<file path="config.mk">
export PLATFORM = sky130hd
export DESIGN_NAME = player_datapath
export DESIGN_NICKNAME = d
export VERILOG_FILES = /design/src/rtl/player_pkg.sv /design/src/rtl/player_sprite_rom.sv /design/src/rtl/player_datapath.sv
export SDC_FILE = /design/constraint.sdc
export NUM_CORES = 1
export LEC_CHECK = 0
export BUFFER_PORTS_ARGS = -buffer_cell sky130_fd_sc_hd__buf_2
export CAP_MARGIN = 20
export CORE_UTILIZATION = 50
export CTS_BUF_LIST = sky130_fd_sc_hd__clkbuf_8
export CTS_CLUSTER_DIAMETER = 80
export DETAILED_ROUTE_END_ITERATION = 10
export GPL_ROUTABILITY_DRIVEN = 1
export HOLD_SLACK_MARGIN = 0.06
export PLACE_DENSITY = 0.75
export SLEW_MARGIN = 10
export SYNTH_ARGS = -nofsm -noshare
export SYNTH_HDL_FRONTEND = slang
export SYNTH_SLANG_ARGS = --single-unit
</file>
<file path="constraint.sdc">
create_clock -name clk -period 3.8 [get_ports clk]
set_clock_uncertainty 0.05 [all_clocks]
set_input_delay 0.19 -clock clk [delete_from_list [all_inputs] [get_ports clk]]
set_output_delay 0.19 -clock clk [all_outputs]
set_load 0.02 [all_outputs]
</file>
<file path="src/rtl/player_pkg.sv">
// Shared player constants: playfield geometry, colours, ship sprite and default placement.
package player_pkg;

  localparam int unsigned SCREEN_W = 160;
  localparam int unsigned SCREEN_H = 120;
  localparam int unsigned SHIP_W   = 2;
  localparam int unsigned SHIP_H   = 3;
  localparam int unsigned COLOUR_W = 3;
  localparam int unsigned SPRITE_N = SHIP_W * SHIP_H;

  localparam logic [COLOUR_W-1:0] C_BLACK = 3'b000;
  localparam logic [COLOUR_W-1:0] C_GREEN = 3'b010;
  localparam logic [COLOUR_W-1:0] C_WHITE = 3'b111;

  // Nose-right ship indexed by {add_y, add_x}; entry 0 is the top-left pixel
  localparam logic [SPRITE_N-1:0][COLOUR_W-1:0] SPRITE = {
    C_GREEN, C_BLACK,   // row 2
    C_WHITE, C_WHITE,   // row 1
    C_GREEN, C_BLACK    // row 0
  };

  localparam int unsigned PLAYER_X_DEF = 4;
  localparam int unsigned Y_INIT_DEF   = 58;
  localparam int unsigned Y_MAX_DEF    = SCREEN_H - SHIP_H;

endpackage

</file>
<file path="src/rtl/player_sprite_rom.sv">
// Combinational ship colour lookup; the unused offset row 3 reads as black.
module player_sprite_rom
  import player_pkg::*;
(
  input  logic                add_x,
  input  logic [1:0]          add_y,
  output logic [COLOUR_W-1:0] colour_c
);

  always_comb begin
    colour_c = C_BLACK;
    if (add_y != 2'd3) colour_c = SPRITE[{add_y, add_x}];
  end

endmodule

</file>
<file path="src/rtl/player_datapath.sv">
// Ship position register with clamped moves, plus the registered VGA plot stage.
module player_datapath
  import player_pkg::*;
#(
  parameter int unsigned        X_W      = 8,
  parameter int unsigned        Y_W      = 7,
  parameter logic [X_W-1:0]     PLAYER_X = X_W'(PLAYER_X_DEF),
  parameter logic [Y_W-1:0]     Y_INIT   = Y_W'(Y_INIT_DEF),
  parameter logic [Y_W-1:0]     Y_MIN    = '0,
  parameter logic [Y_W-1:0]     Y_MAX    = Y_W'(Y_MAX_DEF)
) (
  input  logic                clk,
  input  logic                reset_n,
  input  logic                y_pos_mod,
  input  logic                y_neg_mod,
  input  logic                add_x,
  input  logic [1:0]          add_y,
  input  logic                write_en,
  output logic [Y_W-1:0]      y_cur,
  output logic [X_W-1:0]      x_out,
  output logic [Y_W-1:0]      y_out,
  output logic [COLOUR_W-1:0] colour_out,
  output logic                plot
);

  localparam int unsigned YE_W = Y_W + 1;

  logic [YE_W-1:0]     y_ext;
  logic [YE_W-1:0]     y_dec;
  logic [YE_W-1:0]     y_inc;
  logic [Y_W-1:0]      y_eff;
  logic [COLOUR_W-1:0] colour_c;
  logic                draw_c;

  player_sprite_rom u_rom (
    .add_x    (add_x),
    .add_y    (add_y),
    .colour_c (colour_c)
  );

  // Next position, one bit wider so neither end of the range wraps
  always_comb begin
    y_ext = {1'b0, y_cur};
    y_dec = y_ext - YE_W'(1);
    y_inc = y_ext + YE_W'(1);
    y_eff = y_cur;
    if (y_pos_mod && !y_neg_mod) begin
      y_eff = (y_dec[Y_W] || (y_dec < {1'b0, Y_MIN})) ? Y_MIN : y_dec[Y_W-1:0];
    end else if (y_neg_mod && !y_pos_mod) begin
      y_eff = (y_inc > {1'b0, Y_MAX}) ? Y_MAX : y_inc[Y_W-1:0];
    end
  end

  assign draw_c = write_en && (add_y != 2'd3);

  // Pixels use y_eff so a draw coinciding with a move lands at the new position
  always_ff @(posedge clk) begin
    if (!reset_n) begin
      y_cur      <= Y_INIT;
      x_out      <= '0;
      y_out      <= '0;
      colour_out <= '0;
      plot       <= 1'b0;
    end else begin
      y_cur <= y_eff;
      plot  <= draw_c;
      if (draw_c) begin
        x_out      <= PLAYER_X + X_W'(add_x);
        y_out      <= y_eff + Y_W'(add_y);
        colour_out <= colour_c;
      end
    end
  end

endmodule

</file>
# --- Yosys cells after proc, flatten, opt, wreduce, memory -nomap -nowiden ---
# Memory sizes are Yosys's and may differ from the RTL's. A register that Yosys moved wholly into a read port is not among the register bits.
# Index checks and enable logic that the tools add are counted.
classes:
  reduce_logical: 7
  mux: 4
  n_lt_le_gt_ge: 2
  n_eq_ne: 1
  add_sub_neg: 4
ops:
  columns: ["cell", "n"]
  rows:
  - ["$mux W7", 4]
  - ["$add A7 B1 Y8 const B", 1]
  - ["$gt A8 B7 Y1 const B", 1]
  - ["$lt A8 B1 Y1 const B", 1]
  - ["$sub A7 B1 Y8 const B", 1]
  - ["$add A7 B2 Y7", 1]
  - ["$add A3 B1 Y4 const A", 1]
  - ["$logic_and A1 B1 Y1", 3]
  - ["$logic_not A1 Y1", 3]
  - ["$ne A2 B2 Y1 const B", 1]
  - ["$logic_or A1 B1 Y1", 1]
totals:
  mem_count: 1
  in_bits: 8
  register_bits: 23
  romBits: 24
  output_inout_bits: 26
memory_table:
  columns: ["name", "depth", "word_bits", "rd", "rd_ports_with_merged_regs", "write_ports", "line", "source"]
  rows:
  - ["(name not given)", 8, 3, 1, 1, 0, "player_sprite_rom.sv:12", "if (add_y != 2'd3) colour_c = SPRITE[{add_y, add_x}];"]

# --- Logic depth before layout (Yosys ltp) ---
# Gate-level depths: netlist (run 1).
logic_depth:
  depth_word: 6
  ltp_mapped: 16
  ltp_nobuf: 15

# --- Cells and area by module ---
# Synthesis (run 1) repeated with hierarchy kept, for this count alone.
unflattened:
  hier_cells: 172
  area_unflattened_um2: 1370.1
by_module_without_submodules:
  columns: ["module", "n_inst", "cells_per_inst", "area_each_um2"]
  rows:
  - ["player_datapath", 1, 168, 1337.5]
  - ["player_sprite_rom", 1, 4, 32.5]

# --- Least setup slack after synthesis (run 1) ---
# No wires, ideal clock.
synth_timing:
  path_type: "reg-to-reg"
  start: "reg y_cur[0]"
  end: "reg y_out[6]"
  n_path_buf: 1
  stages_incl_launch_ff: 16
  slack_ps: 430
  t_arrival_ps: 3234
  setup_ps: 86
  synth_period_minus_slack_ps: 3370
  cell_sequence: "dfxtp_1 ha_1 clkbuf_1 xor2_1 a32oi_1 o22ai_1 a22o_1 a21oi_1 o22ai_1 ha_1 inv_1 fa_1 a2111oi_2 o311ai_1 or2_0 a211oi_1"
synth_between:
  elab_chain_cells: 6
  elab_cells_between_ends: 10
  classes_between: "3 x add/sub; 2 x order compare; 4 x mux; 1 x reduce/logical"
synth_rtl:
  columns: ["element", "line", "source"]
  rows:
  - ["start, declared", "player_datapath.sv:19", "output logic [Y_W-1:0] y_cur,"]
  - ["start signal, assigned", "player_datapath.sv:65", "y_cur <= y_eff;"]
  - ["$add A7 B1 Y8 / $sub A7 B1 Y8 (equally long branches)", "player_datapath.sv:45, player_datapath.sv:44", null]
  - ["$gt A8 B7 Y1 / $lt A8 B1 Y1 (equally long branches)", "player_datapath.sv:50, player_datapath.sv:48", null]
  - ["$mux W7 / $logic_or A1 B1 Y1 (equally long branches)", "player_datapath.sv:50, player_datapath.sv:48", null]
  - ["$mux W7 (on tied branches)", "player_datapath.sv:49, player_datapath.sv:48", null]
  - ["$mux W7 (*)", "player_datapath.sv:47", "if (y_pos_mod && !y_neg_mod) begin"]
  - ["via y_eff[0]", "player_datapath.sv:31", "logic [Y_W-1:0] y_eff;"]
  - ["$add A7 B2 Y7 (*)", "player_datapath.sv:69", "y_out <= y_eff + Y_W'(add_y);"]
  - ["end signal, assigned", "player_datapath.sv:69", null]
  - ["end, declared", "player_datapath.sv:21", "output logic [Y_W-1:0] y_out,"]
# Mark *: on every way through the listed nets, which the timed path passes. The rest lies on a longest branch.
# A chain may end at the register's enable or synchronous reset.

# --- Worst setup path in the final report (run 1) ---
layout_timing:
  start: "reg y_cur[2]"
  end: "reg y_out[6]"
# Same word-level chain as after synthesis.

==> results.cfg, run 1 <==
[placement]
place.gp.congestion = 0.966
dp_hpwl_mm = 2.83
portBuffers = 27
placed_area_mm2 = 0.00161

[clocking]
cts_made_buffers = 3
cts_tree = yes
cts.sink_count = 19
h-tree-depth = 1
cts_buffer_depth = 2
cts-root-buf = clkbuf_8
path_clk_slew_ps = 70
clk_latency_ps = 260

[timing]
period_share_pct = 92.2
final_hold_viol_count = 0
worst_slew_pin_slew_ps = 583
timing.fmax_mhz = 285
timing.slew.headroom_pct = 61.1
rsz0062_at_grt = false
setup_viol = 0
fin_setup_tns_ps = 0
timing.final.crit_period_ps = 3500
drv_slew = 0

[logic_synthesis]
yosys.cell_types.count = 64
synthArstFlopShare_pct = 0
ys_seq_elements = 19
netlist_instances = 181
ys.flop_type = dfxtp_1
yosysSeqAreaShare_pct = 25.5
synth-edff-count = 0
synth_warnings = 0
syn_area_mm2 = 0.00149
avgSynthCellArea_um2 = 8.23

[power_and_ir_drop]
p_sw_mw = 0.203
seqPwrFrac_pct = 41.3
finalPower_mw = 0.559
p_sw_share_pct = 36.3
clkPwrFrac_pct = 25.6
leakagePower_nw = 0.703
p_per_area_mw_per_mm2 = 337
ir_worst_vdd_mv = 0.344
combPwrFrac_pct = 33.1
cell_internal_pwr_mw = 0.356

[floorplan]
start_util_pct = 53.6
die_area_mm2 = 0.00320
core_mm2 = 0.00278
die_w_um = 56.6
row_count = 19
io_pins = 34
fp.dieH_um = 56.6

[detailed_routing]
drt_iter0_markers = 73
wl_per_cell_um = 15.9
vias = 1506
drc = 0
detail-route-antenna-nets = 0
via_per_inst = 6.44
first_pass_iters = 4
totalWireLength_mm = 3.73

[status]
run_status = finished clean

[critical_path]
critPathLaunch = y_cur[2]
crit_fanout = 16
endpoint_kind = flop
start_kind = flop
critPathKind = flop to flop
cp.arrival_ps = 3630
cp-endpoint = y_out[6]
r2r-start = y_cur[2]
r2r_slack_ps = 300
worst-r2r-cell-count = 13
cp_data_required_time_ps = 3930
timing.rr.end = y_out[6]

[grt]
grt_usage_pct = 25.0
antenna_found_initial = 0
overflow = 0
grt_max_degree = 17
grt_pass1_wl_mm = 6.35
grt_pass1_vias = 1357

[cells_and_area]
multi_input_area_um2 = 993
final_cell_mix = 27 x buf_2, 19 x dfxtp_1, 14 x nand2_1
fillers = 253
layout_commonest_cell = buf_2
area_growth_pct = 11.2
stdcell_area_mm2 = 0.00166
seqCellArea_um2 = 380
layout-drive-gt1-share_pct = 25.6
diodes = 0
nNetsFinal = 219

[min_path]
min_path_type = primary input to flop

[job]
cap_violations = 0
area by class of cell:
type	count	area share, %
well taps	31	2.34
repair buffers	31	9.97
inverters	8	1.81
flip-flops and latches	19	23.0
clock inverters	1	0.453
clock buffers	3	2.49
multi-input cells	141	60.0
sequential cells by signal, indices dropped and copies added, names as in the netlist:
signal,cells
y_cur,7
y_out,7
colour_out,2
x_out,2
plot,1
power by group through the flow:
stage	sequential (mW)	clock, mW	combinational [mW]
2_1_floorplan	0.250	0	0.123
3_3_place_gp	0.233	0	0.181
3_5_place_dp	0.235	0	0.183
4_1_cts	0.230	0.145	0.184
5_1_grt	0.233	0.153	0.204
6_report	0.231	0.143	0.185
stage by stage:
| step | utilization, % | hold WS [ps] | cells | setup slack, ps |
|---|---|---|---|---|
| 6_report | 59.6 | 141 | 234 | 296 |
| 5_1_grt | 59.6 | 157 | 234 | 1.59 |
| 4_1_cts | 59.5 | 144 | 234 | 302 |
| 3_5_place_dp | 57.7 | 399 | 230 | 319 |
| 3_3_place_gp | 57.7 | 389 | 230 | 562 |
| 2_1_floorplan | - | 213 | 186 | 430 |
routing by layer:
metal	share of wire, %	vias to the layer above	GRT usage, %
li1	-	706	-
met5	0	-	0
met2	45	87	37.8
met1	44	701	35.1
met3	9.2	12	5.53
met4	2.2	0	8.01
critical path, stage by stage (launching register included):
cell and delay, ps:
dfxtp_1 670, and3_1 350, a32oi_1 130, o22ai_1 160, a22o_1 160, a21oi_1 130, o22ai_1 200, ha_1 190
inv_1 60, fa_1 450, a2111oi_2 280, o311ai_1 200, or2_0 230, a211oi_1 180
cell usage after synthesis (4+ instances only):
cell type | count | share of area (%)
dfxtp_1 | 19 | 26
nand2_1 | 14 | 3.5
nor2_1 | 10 | 2.5
buf_4 | 9 | 4.5
a21oi_1 | 8 | 2.7
inv_1 | 8 | 2.0
o21ai_0 | 7 | 2.4
ha_1 | 6 | 5.0
nand2b_1 | 5 | 2.1
o21ai_1 | 5 | 1.7
a21o_1 | 4 | 2.0
a31oi_1 | 4 | 1.7
and2_1 | 4 | 1.7
buf_2 | 4 | 1.3
nand3_1 | 4 | 1.3
worst min path at each step:
stage / start / end / depth (start not counted)
floorplan: reset_n / y_cur[5] / 1
global placement: x_out[0] / x_out[0] / 2
detailed placement: x_out[0] / x_out[0] / 2
CTS: add_x / x_out[0] / 3
global route: add_x / x_out[0] / 3
finish: add_x / x_out[0] / 3
logic make-up (layout without fill, tap and decap cells):
| group | Yosys count | after routing | share of synthesized area, % |
|---|---|---|---|
| buf+inv | 26 | 43 | 9.24 |
| other cells | 1 | 6 | 0.252 |
| flops | 19 | 19 | 25.5 |
| fa+ha+maj | 7 | 7 | 6.38 |
| simple gates | 62 | 62 | 24.4 |
| compound gates | 63 | 63 | 32.5 |
| xor+xnor | 3 | 3 | 1.76 |
timing repair:
item / CTS / global route
hold buffers: 0 / 0
endpoints found under the setup margin: 0 / 1
buffers inserted: 0 / 0
gates resized for setup: 0 / 1
Power figures use the tool's default switching activity.
==> run 2, diff against run 1 <==
- clock period: 3.8 -> 3.6 ns (I/O delays scaled with it)
==> results.cfg, run 2 (synthesis gave the netlist of run 1 again) <==
[detailed_routing]
wl_per_cell_um = 16.4
detail-route-antenna-nets = 0
drt_iter0_markers = 64
first_pass_iters = 4
vias = 1491
totalWireLength_mm = 3.88
via_per_inst = 6.32
drc = 0

[clocking]
cts-resized-gates = 0
clk_latency_ps = 260
cts-root-buf = clkbuf_8
cts.sink_count = 19
cts_hold_buf = 0
cts_setup_buffers = 0
cts_tree = yes
cts_made_buffers = 3
path_clk_slew_ps = 80
cts_buffer_depth = 2
h-tree-depth = 1

[grt]
grt_pass1_vias = 1372
grt_max_degree = 15
antenna_found_initial = 0
grt_pass1_wl_mm = 6.19
grt_usage_pct = 24.4
overflow = 0

[critical_path]
start_kind = flop
slowest_delay_ps = 580
critPathKind = flop to flop
cp.arrival_ps = 3530
endpoint_kind = flop
crit_family = compound AO/OA/AOI/OAI gates
critPathLaunch = y_cur[2]
crit_fanout = 11
r2r-start = y_cur[2]
path_buf_inv = 1
cp_data_required_time_ps = 3730
path_cells = and3_1 -> a32oi_1 -> o22ai_1 -> a22o_1 -> a21oi_1 -> o22ai_1 -> ha_1 -> inv_1 -> fa_2 -> a2111oi_4 -> o311ai_2 -> or2_0 -> a211oi_1
cpMaxStageDelayCell = dfxtp_1
cpMostUsedCell = o22ai_1

[cells_and_area]
layout-drive-gt1-share_pct = 28.3
reg_top3 = y_cur: 7 flops, y_out: 7 flops
nNetsFinal = 221
diodes = 0
final_cell_mix = 27 x buf_2, 18 x dfxtp_1, 14 x nand2_1
stdcell_count = 236
fin_util_pct = 61.5
layout_commonest_cell = buf_2
seqCellArea_um2 = 382
fillers = 234
area_growth_pct = 14.9
multi_input_area_mm2 = 0.00103

[floorplan]
core_mm2 = 0.00278
die_area_mm2 = 0.00320
start_util_pct = 53.6
fp.dieH_um = 56.6
row_count = 19
die_w_um = 56.6
io_pins = 34

[min_path]
min_path_type = primary input to flop
holdCritStartpoint = add_x

[power_and_ir_drop]
combPwrFrac_pct = 34.5
p_sw_mw = 0.219
leakagePower_nw = 0.717
p_sw_share_pct = 36.5
cell_internal_pwr_mw = 0.381
seqPwrFrac_pct = 40.4
p_per_area_mw_per_mm2 = 351
ir_worst_vdd_mv = 0.387
clkPwrFrac_pct = 25.0

[timing]
final_hold_viol_count = 0
drv_slew = 0
whs_ps = 133
setup_viol = 0
period_share_pct = 94.5
timing.final.crit_period_ps = 3400
timing.slew.headroom_pct = 57.5
worst_slew_pin_slew_ps = 622
fin_setup_tns_ps = 0
timing.fmax_mhz = 294
rsz0062_at_grt = false
layout_setup_ws_ps = 197

[placement]
portBuffers = 27
dp.cells = 232
place.gp.congestion = 0.983
dp_hpwl_mm = 2.88
pre_cts_ws_ps = 38.3

[status]
run_status = finished clean

[job]
cap_violations = 0
-- run 2: cell type report --
class	instances	area share [%]
clock inverters	1	0.439
clock buffers	3	2.41
inverters	8	1.75
flip-flops and latches	19	22.3
well taps	31	2.27
multi-input cells	141	60.3
repair buffers	33	10.5
-- run 2: power groups by stage --
stage	Clock, mW	Sequential [mW]	Combinational, mW
floorplan	0	0.263	0.129
global placement	0	0.245	0.195
detailed placement	0	0.246	0.195
CTS	0.155	0.241	0.197
global route	0.159	0.245	0.226
finish	0.150	0.243	0.207
-- run 2: final timing paths --
| kind | to | slack (ps) | cells after the start |
|---|---|---|---|
| worst max-delay path | y_out[6] | 200 | 13 |
| worst min-delay path | x_out[0] | 130 | 3 |
| worst max register to register | y_out[6] | 200 | 13 |
| worst min register to register | x_out[0] | 410 | 2 |
-- run 2: stage by stage --
stage               power (mW)  area [um^2]
floorplan                0.393         1510
finish                   0.600         1710
CTS                      0.593         1670
detailed placement       0.441         1620
global route             0.630         1710
global placement         0.439         1620
-- run 2: tightest hold or removal path: stages --
cell,delay (ps)
buf_2,110
nand2_1,60
a21oi_1,50
-- run 2: routing by layer --
metal,GRT usage [%],share of wire (%)
met1,32.1,45
met2,39.7,48
met3,5.30,5.9
met4,7.67,1.3
met5,0,0
==> run 3, diff against run 2 <==
- CORE_MARGIN: unset -> 2
==> results.cfg, run 3 (synthesis gave the netlist of run 1 again) <==
[status]
run_status = finished, violations left
violations = design-rule violations

[clocking]
cts.sink_count = 19
cts_tree = yes
clk_latency_ps = 260
cts_setup_buffers = 0
cts-root-buf = clkbuf_8
cts_made_buffers = 3
path_clk_slew_ps = 70
cts-resized-gates = 0
cts_buffer_depth = 2
h-tree-depth = 1
cts_hold_buf = 0

[critical_path]
cp.arrival_ps = 3490
cpMostUsedCell = a21oi_1
slowest_delay_ps = 520
worst-r2r-cell-count = 13
r2r-start = y_cur[0]
cp-endpoint = y_out[6]
r2r_slack_ps = 230
critPathLaunch = y_cur[0]
crit_fanout = 12
path_cells = buf_4 -> ha_1 -> nor2_1 -> a32oi_1 -> o22ai_1 -> a22o_1 -> a21oi_1 -> a21oi_1 -> fa_1 -> a2111oi_4 -> o311ai_2 -> or2_0 -> a211oi_1
cp_data_required_time_ps = 3720
endpoint_kind = flop
start_kind = flop
cpMaxStageDelayCell = fa_1
timing.rr.end = y_out[6]
critPathKind = flop to flop

[cells_and_area]
diodes = 0
layout_commonest_cell = buf_2
nNetsFinal = 221
stdcell_count = 236
area_growth_pct = 14.2
stdcell_area_mm2 = 0.00170
reg_top3 = y_cur: 7 flops, y_out: 7 flops
layout-drive-gt1-share_pct = 27.8
final_cell_mix = 27 x buf_2, 17 x dfxtp_1, 14 x nand2_1

[floorplan]
die_w_um = 58.6
fp.dieH_um = 58.6
start_util_pct = 53.1
io_pins = 34
die_area_mm2 = 0.00343
core_mm2 = 0.00281
row_count = 19

[grt]
grt_usage_pct = 23.7
grt_max_degree = 15
antenna_found_initial = 0
overflow = 0
grt_pass1_vias = 1389
grt_pass1_wl_mm = 6.30

[timing]
timing.slew.headroom_pct = 58.7
setup_viol = 0
layout_setup_ws_ps = 229
whs_ps = 131
period_share_pct = 93.6
worst_slew_pin_slew_ps = 604
drv_slew = 0
final_hold_viol_count = 0
timing.final.crit_period_ps = 3370
timing.fmax_mhz = 297
fin_setup_tns_ps = 0

[detailed_routing]
wl_per_cell_um = 17.0
vias = 1514
totalWireLength_mm = 4.02
detail-route-antenna-nets = 0
drc = 3
drt_iter0_markers = 66
first_pass_iters = 7
via_per_inst = 6.42

[placement]
dp.cells = 232
dp_hpwl_mm = 2.96
place.gp.congestion = 0.917
placed_area_mm2 = 0.00162
pre_cts_ws_ps = 141
portBuffers = 27

[power_and_ir_drop]
ir_worst_vdd_mv = 0.261
leakagePower_nw = 0.723
p_per_area_mw_per_mm2 = 350

[job]
cap_violations = 0

[min_path]
holdCritStartpoint = add_x
min_path_type = primary input to flop
[run 3: routing by layer]
layer | GRT usage, % | wire length [um] | vias up
met3 | 4.62 | 268 | 17
met4 | 6.82 | 97 | 0
met1 | 30.9 | 1710 | 713
li1 | - | - | 710
met2 | 39.8 | 1950 | 74
met5 | 0 | 0 | -
[run 3: critical path, delay by kind of cell, from the launching register on]
kind | cells | cell delay [ps]
compound gates | 8 | 1640
fa+ha+maj | 2 | 680
flops | 1 | 410
simple gates | 2 | 280
buf+inv | 1 | 220
[run 3: where the power goes]
part	switching (mW)	internal (mW)	total, mW	leakage [nW]
Sequential	0.0150	0.227	0.242	0.157
Clock	0.0703	0.0759	0.146	0.0269
Combinational	0.132	0.0762	0.208	0.538
[run 3: worst min-delay path by stage]
stage          slack [ps]       end  depth (start not counted)
3_5_place_dp          400  x_out[0]                          3
4_1_cts               130  x_out[0]                          3
2_1_floorplan         200  y_cur[5]                          1
5_1_grt               150  x_out[0]                          3
3_3_place_gp          390  x_out[0]                          3
6_report              130  x_out[0]                          3
[run 3: per-stage QoR]
stage | power (mW) | util, %
2_1_floorplan | 0.393 | -
3_5_place_dp | 0.442 | 57.8
6_report | 0.596 | 60.7
5_1_grt | 0.627 | 60.7
4_1_cts | 0.589 | 59.4
3_3_place_gp | 0.438 | 57.8
[run 3: area by class of cell]
| class | count | area (um^2) |
|---|---|---|
| fillers | 259 | 1100 |
| multi-input cells | 141 | 1020 |
| inverters | 8 | 30.0 |
| repair buffers | 33 | 180 |
| flip-flops and latches | 19 | 383 |
| well taps | 31 | 38.8 |
| clock inverters | 1 | 3.75 |
| clock buffers | 3 | 41.3 |
